--- config.mk ---
export PLATFORM = sky130hd
export DESIGN_NAME = conv_rc_cnt
export DESIGN_NICKNAME = d
export VERILOG_FILES = /design/src/rtl/conv_pkg.sv /design/src/rtl/conv_axis_cnt.sv /design/src/rtl/conv_rc_cnt.sv
export SDC_FILE = /design/constraint.sdc
export NUM_CORES = 1
export LEC_CHECK = 0
export ABC_AREA = 1
export CAP_MARGIN = 15
export CORE_ASPECT_RATIO = 0.9
export CORE_MARGIN = 5
export CORE_UTILIZATION = 56
export DETAILED_ROUTE_END_ITERATION = 12
export GPL_TIMING_DRIVEN = 0
export PLACE_DENSITY = 0.82
export SLEW_MARGIN = 10
export SYNTH_ARGS = -nofsm -noshare
export SYNTH_HDL_FRONTEND = slang
export SYNTH_SLANG_ARGS = --single-unit
--- constraint.sdc ---
create_clock -name clk -period 1.49 [get_ports clk]
set_input_delay 0.447 -clock clk [delete_from_list [all_inputs] [get_ports clk]]
set_output_delay 0.447 -clock clk [all_outputs]
set_load 0.05 [all_outputs]
--- src/rtl/conv_pkg.sv ---
// conv_pkg: shared conv-stage image dims, kernel size and output-map sizing helpers
package conv_pkg;
  localparam int IMG_W_DEF = 28;
  localparam int IMG_H_DEF = 28;
  localparam int K_DEF = 3;
  function automatic int out_dim(input int img, input int k, input int s);
    return (img - k) / s + 1;
  endfunction
  function automatic int bits(input int n);
    return n > 1 ? $clog2(n) : 1;
  endfunction
endpackage

--- src/rtl/conv_axis_cnt.sv ---
// conv_axis_cnt: one raster axis position plus stride phase, flags window-aligned positions and wrap
module conv_axis_cnt
  import conv_pkg::*;
#(
  parameter int N      = IMG_W_DEF,
  parameter int K      = K_DEF,
  parameter int STRIDE = 1
) (
  input  logic clk,
  input  logic rst_n,
  input  logic clr_i,
  input  logic en_i,
  output logic win_o,
  output logic wrap_o
);
  localparam int PW = bits(N);
  localparam int SW = bits(STRIDE);
  logic [PW-1:0] pos_q, pos_d;
  logic [SW-1:0] ph_q, ph_d;
  logic at_end, in_win;
  assign at_end = pos_q == PW'(N - 1);
  assign in_win = pos_q >= PW'(K - 1);
  assign win_o  = in_win & (ph_q == '0);
  assign wrap_o = en_i & at_end;
  // phase only starts turning once a full kernel span has been seen on this axis
  always_comb begin
    pos_d = clr_i ? '0 : !en_i ? pos_q : at_end ? '0 : pos_q + 1'b1;
    ph_d  = (clr_i || (en_i && at_end)) ? '0 :
            (en_i && in_win) ? ((ph_q == SW'(STRIDE - 1)) ? '0 : ph_q + 1'b1) : ph_q;
  end
  // position and phase registers
  always_ff @(posedge clk or negedge rst_n)
    if (!rst_n) begin
      pos_q <= '0;
      ph_q  <= '0;
    end else begin
      pos_q <= pos_d;
      ph_q  <= ph_d;
    end
endmodule

--- src/rtl/conv_rc_cnt.sv ---
// conv_rc_cnt: raster row/column tracker marking pixels that complete a strided KxK window
module conv_rc_cnt
  import conv_pkg::*;
#(
  parameter int IMG_W  = IMG_W_DEF,
  parameter int IMG_H  = IMG_H_DEF,
  parameter int K      = K_DEF,
  parameter int STRIDE = 1,
  localparam int OUT_W = out_dim(IMG_W, K, STRIDE),
  localparam int OUT_H = out_dim(IMG_H, K, STRIDE),
  localparam int CW    = bits(OUT_W),
  localparam int RW    = bits(OUT_H)
) (
  input  logic          clk,
  input  logic          rst_n,
  input  logic          clr,
  input  logic          in_vld,
  output logic          out_vld_rc,
  output logic [RW-1:0] out_row,
  output logic [CW-1:0] out_col,
  output logic          frame_done,
  output logic          busy
);
  logic col_win, col_wrap, row_win, row_wrap;
  logic hit, last, ocol_wrap;
  logic [CW-1:0] ocol_q, ocol_d;
  logic [RW-1:0] orow_q, orow_d;
  logic vld_q, done_q, busy_q;
  logic [RW-1:0] row_q;
  logic [CW-1:0] col_q;
  conv_axis_cnt #(.N(IMG_W), .K(K), .STRIDE(STRIDE)) u_col (
    .clk(clk), .rst_n(rst_n), .clr_i(clr), .en_i(in_vld), .win_o(col_win), .wrap_o(col_wrap)
  );
  conv_axis_cnt #(.N(IMG_H), .K(K), .STRIDE(STRIDE)) u_row (
    .clk(clk), .rst_n(rst_n), .clr_i(clr), .en_i(col_wrap), .win_o(row_win), .wrap_o(row_wrap)
  );
  assign hit       = in_vld & col_win & row_win;
  assign last      = row_wrap;
  assign ocol_wrap = ocol_q == CW'(OUT_W - 1);
  // output-map coordinates advance once per window hit
  always_comb begin
    ocol_d = clr ? '0 : !hit ? ocol_q : ocol_wrap ? '0 : ocol_q + 1'b1;
    orow_d = clr ? '0 : !(hit && ocol_wrap) ? orow_q : (orow_q == RW'(OUT_H - 1)) ? '0 : orow_q + 1'b1;
  end
  // registered outputs, one cycle behind the accepted pixel
  always_ff @(posedge clk or negedge rst_n)
    if (!rst_n) begin
      ocol_q <= '0;
      orow_q <= '0;
      vld_q  <= 1'b0;
      done_q <= 1'b0;
      busy_q <= 1'b0;
      row_q  <= '0;
      col_q  <= '0;
    end else begin
      ocol_q <= ocol_d;
      orow_q <= orow_d;
      vld_q  <= hit & ~clr;
      done_q <= last & ~clr;
      busy_q <= clr ? 1'b0 : in_vld ? ~last : busy_q;
      if (hit && !clr) begin
        row_q <= orow_q;
        col_q <= ocol_q;
      end
    end
  assign out_vld_rc = vld_q;
  assign frame_done = done_q;
  assign busy       = busy_q;
  assign out_row    = row_q;
  assign out_col    = col_q;
endmodule
==> results.md <==
- Critical Path Start Type: flip-flop
- Hold Path Class: input pin to async pin
- Critical path class: flip-flop to flip-flop
- Worst EP required: 1780 ps
- Setup Viol. Count Final: 0
- Yosys cell types: 23
- Most instantiated library cell after synthesis: nand2_1
- Crit-path leading delay family: flip-flops
- Avg WL per Cell: 13.5 um
- Period utilization: 99.4%
- Vias in the first global route: 1,301
- Root buffer cell: clkbuf_4
- Total power: 1640 uW
- Syn Inst Count: 206
- GRT met1 Usage: 25.6%
- Worst reg2reg path depth: 6
- # nets final: 257
- Sequential element share of the synthesized area: 47.5%
- Worst R2R End: u_row.pos_q[4]$_DFFE_PN0P_
- Met3 usage: 3.96%
- CP Capture Type: flip-flop
- First-pass GRT wire length: 5730 um
- Placer Congestion: 0.843
- Final Critical Period: 1480 ps
- Total global-route track usage: 17.6%
- Core area: 3020 um2
- H-tree depth: 2
- Detailed Place HPWL: 2360 um
- Area delta synth->final: 23.4%
- Top-area cell type share of the netlist area: 47.5%
- Hold_ws: 145 ps
- Crit-path max FO: 7
- Fmax: 676 MHz
- Cell chain of the critical path: ha_4, nand4_1, o21ai_4, buf_6, nand3_1, nand2_1
- Die Y-Extent: 62.9 um
- Number of max-cap violations: 0
- Initial antenna violation count: 0
- LEAKAGE: 0.00115 uW
- Residual DRC: 0
- Critical Path AT: 1770 ps
- # fillers: 243
- Die Span X: 68.7 um
- Buffers plus inverters on the worst setup path: 1
- Status: finished clean
- DRT Wirelength: 3890 um
- Antenna Cells: 0
- Final Max Tran Viols: 0
- Synth top area cells: dfrtp_1 48%, nand2_1 14%, nand3_1 7.2%, ha_1 5.8%, nor2_1 4.8%
- Initial DRC Count: 85
- Fin. Hold Viols: 0
- Yosys reg bits: 33
- TritonCTS Sinks: 33
- Total gr overflow: 0
- Clock Tree Buf Depth: 2
- Initial Util: 57.6%
- Post-synth ARST share: 100%
- Unrepaired setup endpoints after global routing: true
- Synth area leader: dfrtp_1
- CTS tree: done
- Share of cells above drive strength 1: 28.6%
- Max stage delay on crit path: 440 ps
- Post-Synthesis Net Count: 218
- Worst r2r src: u_col.pos_q[1]$_DFFE_PN0P_
- Setup TNS: 0 ps
- Peak VDD IR: 0.530 mV
- Antenna-violating nets left: 0
- Worst-Margin Slew: 721 ps
- R2r setup slk: 10 ps
- Finished Layout Cells: 287
- Rows: 19
- # placed instances: 264
- First drt pass iteration count: 4
- Most crowded layer after global routing: met1
- Rel. slew slack: 51.9%
- Io pins: 17
- Synth Cell Area: 1740 um2
- Largest net degree at the start of global routing: 34
- Primary FF master, synth: dfrtp_1
- Power per cell area: 764 nW/um2
- Mapped Avg Cell Area: 8.44 um2
- Worst skew pair latency: 340 ps
- Slowest cell on crit path: dfrtp_2
- Clock transition at path regs: 110 ps
- Syn. warnings: 0
- DR vias: 1,522
- GRT met2 Usage: 24.4%
- Via density per instance: 5.30
- Die area: 4320 um2
- Clock Skew: 15.9 ps
- Commonest cells in the netlist: 64 x nand2_1, 33 x dfrtp_1, 25 x nand3_1
- Number of synthesized flops with an enable pin: 0
- TritonCTS buffer count: 5
- Input/output buffers: 16
-- kinds of logic (layout without fill, tap and decap cells) --
kind of cell | Yosys count | after routing | share of synthesized area [%]
buffers and inverters | 19 | 57 | 5.18
adder cells (fa/ha/maj) | 8 | 8 | 5.76
AO/OA/AOI/OAI | 10 | 10 | 3.31
XOR/XNOR | 11 | 11 | 5.54
flip-flops | 33 | 33 | 47.5
AND/OR/NAND/NOR | 125 | 126 | 32.7
-- repair_timing --
action,4_1_cts,5_1_grt
endpoints found under the hold margin,0,0
hold buffers,0,0
gates resized for setup,67,32
setup buffers,0,14
cloned,0,2
setup endpoints to repair,37,27
pin swaps,3,26
-- metal layers --
metal  vias to the layer above  share of wire [%]
li1                        744                  -
met3                        10                4.4
met2                        42                 49
met1                       726                 45
met5                         -                  0
met4                         0                1.9
-- per-stage QoR --
step	area, um2	util (%)	worst slack (ps)
after floorplan	1740	-	198
after global placement	1950	64.6	-681
after detailed placement	1950	64.4	-463
after CTS	1950	64.6	4.18
after global routing	2140	71.0	-111
final	2140	71.0	9.67
-- worst max-delay path by stage --
| stage | startpoint | end | slack [ps] | depth (start not counted) |
|---|---|---|---|---|
| final | u_col.pos_q[1]$_DFFE_PN0P_ | u_row.pos_q[4]$_DFFE_PN0P_ | 10 | 6 |
| after global routing | u_col.pos_q[0]$_DFFE_PN0P_ | ocol_q[3]$_DFFE_PN0P_ | -110 | 9 |
| after CTS | ocol_q[1]$_DFFE_PN0P_ | orow_q[0]$_DFFE_PN0P_ | 4 | 7 |
| after detailed placement | clr | orow_q[0]$_DFFE_PN0P_ | -460 | 7 |
| after global placement | rst_n | out_vld_rc$_DFF_PN0_ | -680 | 1 |
| after floorplan | u_col.pos_q[0]$_DFFE_PN0P_ | out_row[2]$_DFFE_PN0P_ | 200 | 9 |
-- layout by cell type, fill, tap and decap left out, drive strengths merged --
cell type,count
nand3b,1
o21ai,7
nor3,2
o22ai,1
dfrtp,33
nand2,67
nor2,24
inv,16
nand3,28
xor2,8
ha,8
clkbuf,7
o31ai,1
dlygate4sd2,2
xnor2,3
buf,32
nand4,4
a21oi,1
-- final cells by class --
class / count / area, um2 / share of cell area [%]
clock buffer: 7 / 55.1 / 2.57
inverter: 16 / 60.1 / 2.80
timing repair buffer: 31 / 204 / 9.51
multi-input combinational: 155 / 913 / 42.6
sequential: 33 / 830 / 38.7
tap: 42 / 52.6 / 2.45
buffer: 3 / 30.0 / 1.40
-- registers in the layout, indices dropped and copies added (netlist names) --
signal and cells:
busy 1, frame_done 1, ocol_q 5, orow_q 5
out_col 5, out_row 5, out_vld_rc 1, u_col.pos_q 5
u_row.pos_q 5
-- power by group --
part	switching, uW	internal, uW
clock	287	223
sequential	26.6	917
combinational	126	59.1
total	440	1200
Power figures use the tool's default switching activity.
